===== src/rtl/div_pkg.sv =====
// Shared definitions for the round-robin restoring divider.
package div_pkg;

    // Controller states.
    typedef enum logic [1:0] {
        StIdle = 2'd0,
        StCalc = 2'd1,
        StDone = 2'd2
    } state_e;

    // Widest supported operand. The divide-by-zero quotient is this
    // constant truncated to the instance width.
    localparam int unsigned MaxWidth = 32;
    localparam logic [MaxWidth-1:0] DzQuotient = '1;

endpackage


===== src/rtl/div_step.sv =====
// One restoring-division iteration: shift in a dividend bit, trial subtract, restore on borrow.
module div_step
    import div_pkg::*;
#(
    parameter int unsigned WIDTH = 8
) (
    input  logic [WIDTH:0]   rem_i,
    input  logic             dividend_bit_i,
    input  logic [WIDTH-1:0] divisor_i,
    output logic [WIDTH:0]   rem_o,
    output logic             q_bit_o
);

    logic [WIDTH:0] shifted;
    logic [WIDTH:0] trial;
    // The incoming remainder is always below the divisor, so its MSB is never set.
    logic           unused_rem_msb;

    assign unused_rem_msb = rem_i[WIDTH];

    // Trial subtract; a set MSB means the subtraction went negative.
    always_comb begin
        shifted = {rem_i[WIDTH-1:0], dividend_bit_i};
        trial   = shifted - {1'b0, divisor_i};
        if (trial[WIDTH]) begin
            rem_o   = shifted;
            q_bit_o = 1'b0;
        end else begin
            rem_o   = trial;
            q_bit_o = 1'b1;
        end
    end

endmodule


===== src/rtl/div_sched.sv =====
// Two-requester round-robin front end around a bit-serial restoring divider.
module div_sched
    import div_pkg::*;
#(
    parameter int unsigned WIDTH = 8
) (
    input  logic             clk,
    input  logic             rst,
    input  logic             req0_valid,
    output logic             req0_ready,
    input  logic [WIDTH-1:0] req0_a,
    input  logic [WIDTH-1:0] req0_b,
    input  logic             req1_valid,
    output logic             req1_ready,
    input  logic [WIDTH-1:0] req1_a,
    input  logic [WIDTH-1:0] req1_b,
    output logic             rsp_valid,
    input  logic             rsp_ready,
    output logic [WIDTH-1:0] rsp_q,
    output logic [WIDTH-1:0] rsp_r,
    output logic             rsp_id,
    output logic             rsp_dz
);

    localparam int unsigned CntW = (WIDTH > 2) ? $clog2(WIDTH) : 1;
    localparam logic [CntW-1:0] LastCnt = CntW'(WIDTH - 1);

    state_e           state_q, state_d;
    // aq_q holds the dividend; quotient bits shift in from the bottom as it empties.
    logic [WIDTH-1:0] aq_q, aq_d;
    logic [WIDTH-1:0] b_q, b_d;
    logic [WIDTH:0]   rem_q, rem_d;
    logic [CntW-1:0]  cnt_q, cnt_d;
    logic             id_q, id_d;
    logic             dz_q, dz_d;
    logic             last_q, last_d;

    logic             grant;
    logic             accept;
    logic [WIDTH-1:0] sel_a;
    logic [WIDTH-1:0] sel_b;
    logic [WIDTH:0]   step_rem;
    logic             step_q_bit;

    div_step #(
        .WIDTH(WIDTH)
    ) u_step (
        .rem_i         (rem_q),
        .dividend_bit_i(aq_q[WIDTH-1]),
        .divisor_i     (b_q),
        .rem_o         (step_rem),
        .q_bit_o       (step_q_bit)
    );

    // Round-robin pick: on contention favour the requester not served last.
    always_comb begin
        if (req0_valid && req1_valid) begin
            grant = ~last_q;
        end else begin
            grant = req1_valid;
        end
        sel_a  = grant ? req1_a : req0_a;
        sel_b  = grant ? req1_b : req0_b;
        accept = (req0_valid && req0_ready) || (req1_valid && req1_ready);
    end

    // State register.
    always_ff @(posedge clk or posedge rst) begin
        if (rst) begin
            state_q <= StIdle;
        end else begin
            state_q <= state_d;
        end
    end

    // Next-state logic.
    always_comb begin
        state_d = state_q;
        unique case (state_q)
            StIdle: begin
                if (accept) begin
                    state_d = (sel_b == '0) ? StDone : StCalc;
                end
            end
            StCalc: begin
                if (cnt_q == LastCnt) begin
                    state_d = StDone;
                end
            end
            StDone: begin
                if (rsp_ready) begin
                    state_d = StIdle;
                end
            end
            default: state_d = StIdle;
        endcase
    end

    // Datapath next-state: capture on accept, one quotient bit per CALC cycle.
    always_comb begin
        aq_d   = aq_q;
        b_d    = b_q;
        rem_d  = rem_q;
        cnt_d  = cnt_q;
        id_d   = id_q;
        dz_d   = dz_q;
        last_d = last_q;
        if (state_q == StIdle && accept) begin
            id_d   = grant;
            last_d = grant;
            b_d    = sel_b;
            cnt_d  = '0;
            if (sel_b == '0) begin
                aq_d  = DzQuotient[WIDTH-1:0];
                rem_d = {1'b0, sel_a};
                dz_d  = 1'b1;
            end else begin
                aq_d  = sel_a;
                rem_d = '0;
                dz_d  = 1'b0;
            end
        end else if (state_q == StCalc) begin
            aq_d  = {aq_q[WIDTH-2:0], step_q_bit};
            rem_d = step_rem;
            cnt_d = cnt_q + 1'b1;
        end
    end

    // Datapath registers; the grant pointer resets so requester 0 wins first.
    always_ff @(posedge clk or posedge rst) begin
        if (rst) begin
            aq_q   <= '0;
            b_q    <= '0;
            rem_q  <= '0;
            cnt_q  <= '0;
            id_q   <= 1'b0;
            dz_q   <= 1'b0;
            last_q <= 1'b1;
        end else begin
            aq_q   <= aq_d;
            b_q    <= b_d;
            rem_q  <= rem_d;
            cnt_q  <= cnt_d;
            id_q   <= id_d;
            dz_q   <= dz_d;
            last_q <= last_d;
        end
    end

    // Outputs: ready only in IDLE out of reset; results only visible in DONE.
    always_comb begin
        req0_ready = (state_q == StIdle) && !rst && req0_valid && !grant;
        req1_ready = (state_q == StIdle) && !rst && req1_valid && grant;
        rsp_valid  = (state_q == StDone);
        rsp_q      = rsp_valid ? aq_q : '0;
        rsp_r      = rsp_valid ? rem_q[WIDTH-1:0] : '0;
        rsp_id     = rsp_valid && id_q;
        rsp_dz     = rsp_valid && dz_q;
    end

endmodule

===== config.mk =====
export PLATFORM = sky130hd
export DESIGN_NAME = div_sched
export DESIGN_NICKNAME = d
export VERILOG_FILES = /design/src/rtl/div_pkg.sv /design/src/rtl/div_step.sv /design/src/rtl/div_sched.sv
export SDC_FILE = /design/constraint.sdc
export NUM_CORES = 1
export LEC_CHECK = 0
export CELL_PAD_IN_SITES_DETAIL_PLACEMENT = 0
export CELL_PAD_IN_SITES_GLOBAL_PLACEMENT = 2
export CORE_MARGIN = 5
export CORE_UTILIZATION = 26
export CTS_CLUSTER_DIAMETER = 120
export DETAILED_ROUTE_END_ITERATION = 10
export GPL_ROUTABILITY_DRIVEN = 0
export GPL_TIMING_DRIVEN = 0
export HOLD_SLACK_MARGIN = 0.12
export PLACE_DENSITY = 0.85
export SLEW_MARGIN = 20
export SYNTH_ARGS = -nofsm -noshare
export SYNTH_HDL_FRONTEND = slang
export SYNTH_SLANG_ARGS = --single-unit

===== constraint.sdc =====
create_clock -name clk -period 2.2 [get_ports clk]
set_clock_uncertainty 0.2 [all_clocks]
set_input_delay 0.44 -clock clk [delete_from_list [all_inputs] [get_ports clk]]
set_output_delay 0.44 -clock clk [all_outputs]
set_load 0.005 [all_outputs]

==> metrics.csv, run 1 <==
metric,value,unit
final setup vio count,10,
count of fill cells added during filler insertion,940,
upper clock frequency limit,397,MHz
hold violation count in the final report,0,
antenna cells,0,
Hold/Removal Path Class,input port to async pin,
final wirelength,7850,µm
non-filler cells in the finished layout,486,
First DRT Iteration DRCs,114,
area taken by flip-flops and latches,807,µm²
overall global routing resource usage,14.3,%
library cells used by synthesis,52,
Leakage Power,0.00157,µW
number of maximum-capacitance constraint violations,0,
register clock-pin slew on the reported worst setup and hold paths,0.08,ns
Synth top cells by count,"43 x sky130_fd_sc_hd__nand2_1, 31 x sky130_fd_sc_hd__dfrtp_1, 26 x sky130_fd_sc_hd__o21ai_0",
sinks on the clock net,32,
shortest clock period the worst path allows after layout,2.52,ns
clock buffers created by TritonCTS,5,
vias per cell,5.04,
antenna violations before repair,0,
clock tree from TritonCTS,built,
critical path start-end classification,register to register,
placed cell count,450,
worst reg2reg path depth,8,
die area,11200,µm²
dominant cell type by area after synthesis,sky130_fd_sc_hd__dfrtp_1,
worst slew pin tran,0.702,ns
number of max-slew violations in the final report,0,
HPWL after detailed placement,5840,µm
leading cell types by total area after synthesis,"sky130_fd_sc_hd__dfrtp_1 32%, sky130_fd_sc_hd__mux2i_1 7.5%, sky130_fd_sc_hd__nand2_1 6.8%, sky130_fd_sc_hd__o21ai_0 5.4%, sky130_fd_sc_hd__ha_1 5.2%",
maximum number of pins on one net before global-route repair,33,
remaining routing DRC violations,0,
ANT nets after route,0,
post-synth design cell area,2390,µm²
number of register bits inferred by synthesis,32,
proportion of layout cells with a drive suffix above 1,22.7,%
sequential fraction of the synthesis area,33.6,%
drt wl/cell,16.2,µm
leading cell type by number of instances after synthesis,sky130_fd_sc_hd__nand2_1,
vias post-DR,2451,
yosys synthesis warning count,0,
required time reported for the critical path endpoint,2.18,ns
placeable core area,9110,µm²
Post-Route Setup TNS,-2.70,ns
worst setup slack after placement,-0.902,ns
CP Data Arrival Time,2.50,ns
cell count after synthesis,282,
unrepaired setup endpoints after global routing,yes,
gr ovfl total,0,
Most used DFF post-synth,sky130_fd_sc_hd__dfrtp_1,
worst slew margin relative to its limit,53.2,%
critical-path maximum fanout,5,
area share of the largest cell type after synthesis,32.5,%
number of cell rows,35,
chip width,106,µm
share of the cycle needed by the critical path after routing,115,%
Mean Syn Cell Area,8.47,µm²
number of flops mapped to enable cells by yosys,0,
# H-tree levels,2,
first-pass iteration count of the detailed router,4,
power per cell area,1590,nW/µm²
share of the core filled with cells,38.8,%
clock insertion delay at the later pin of the skew report,0.29,ns
nature of the critical path startpoint,register,
"Async S/R FF share, synth",100,%
vias in the first global route,2505,
Synth Net Count,330,
area used by multi-input combinational logic,1580,µm²
clock root buffer,sky130_fd_sc_hd__clkbuf_8,
status,finished with violations,
initial cell density of the core,26.2,%
number of top-level pins,58,
violated checks,setup timing,
worst IR drop on VDD,0.392,mV
endpoint kind of the worst setup timing path,register,
DIE HEIGHT,106,µm
layout overhead on the synthesized area,48.1,%
net count of the finished layout,422,
post-route setup slack,-0.320,ns
first-pass GRT wire length,12700,µm
number of buffer cells added on primary ports,57,
clock tree buffer depth,2,
Worst Hold Margin,0.251,ns
[logic make-up after synthesis]
group / after synthesis / share of synthesized area (%)
flip-flops: 32 / 33.6
multiplexers: 19 / 8.01
adder cells (fa/ha/maj): 11 / 6.08
XOR/XNOR: 5 / 1.83
AO/OA/AOI/OAI: 84 / 24.9
buffers and inverters: 29 / 4.87
AND/OR/NAND/NOR: 102 / 20.7
[registers in the layout (all words and copies together) (netlist names)]
| name | count |
|---|---|
| aq_q | 8 |
| id_q | 1 |
| rem_q | 8 |
| b_q | 8 |
| cnt_q | 3 |
| last_q | 1 |
| state_q | 2 |
| dz_q | 1 |
[per-layer routing]
metal,track usage [%],part of all wire (%),up-vias
met4,3.42,1.1,0
met1,19.8,49,1177
met3,2.33,4.0,7
met2,23.2,46,66
met5,0,0,-
li1,-,-,1201
[path summary, 6_finish.rpt]
| check | startpoint | slack [ns] | endpoint |
|---|---|---|---|
| max in group asynchronous | rst | 1.06 | rem_q[0] |
| min | rst | 0.25 | state_q[1] |
| min reg2reg | b_q[7] | 0.28 | b_q[7] |
| min in group clk | b_q[7] | 0.28 | b_q[7] |
| max | b_q[0] | -0.32 | rem_q[3] |
| max reg2reg | b_q[0] | -0.32 | rem_q[3] |
[stage by stage]
step	total power (µW)	area, µm²
2_1_floorplan	3570	2410
3_3_place_gp	4320	3120
3_5_place_dp	4380	3120
4_1_cts	5460	3500
5_1_grt	6130	3540
6_report	5640	3540
[layout by cell type (no fill, tap or decap), drive strengths merged, types with 3 or more instances in the layout]
master,instances
nor2b,4
and2,16
xnor2,5
a32oi,7
o211a,5
nand2,43
nor4,4
a21oi,11
o21ai,30
nand3,5
a221oi,4
clkdlybuf4s15,4
clkbuf,22
nor2,19
buf,35
dlygate4sd2,10
a22oi,3
dfrtp,31
nor3,3
clkdlybuf4s50,34
mux2i,18
inv,15
o21a,7
ha,10
[repair_timing]
action	in CTS	in global routing
pin swaps	18	9
cloned	1	0
setup endpoints to repair	30	19
gates resized for setup	64	23
buffers inserted	23	6
hold buffers	0	0
[worst max-delay path, cell delays in order, from the launching register on]
cell                      delay, ns
sky130_fd_sc_hd__dfrtp_1       0.42
sky130_fd_sc_hd__ha_4          0.19
sky130_fd_sc_hd__fa_2          0.38
sky130_fd_sc_hd__nor2b_4       0.16
sky130_fd_sc_hd__o31a_1        0.27
sky130_fd_sc_hd__o211a_4       0.21
sky130_fd_sc_hd__o22ai_4       0.08
sky130_fd_sc_hd__or2_4         0.27
sky130_fd_sc_hd__o211a_1       0.22
[where the power goes]
group	internal, µW	switching, µW	leakage (µW)	total [µW]
logic	1910	2050	0.00114	3960
registers	910	275	0.000379	1190
clock network	254	233	0.0000445	487
total	3070	2560	0.00157	5640
[area by class of cell]
cell class / instances / share of cell area [%]
multi-input cells: 221 / 44.7
inverters: 15 / 1.59
clock buffers: 7 / 2.44
well taps: 111 / 3.93
flip-flops and latches: 32 / 22.8
repair buffers: 86 / 22.0
clock inverters: 1 / 0.212
plain buffers: 13 / 2.26
Note: power is estimated with default switching activity, not from simulation.
==> run 2, diff against run 1 <==
GPL_ROUTABILITY_DRIVEN = unset   (was 0)
==> results of run 2 <==
No change in the layout: final DEF, timing and power equal those of run 1.
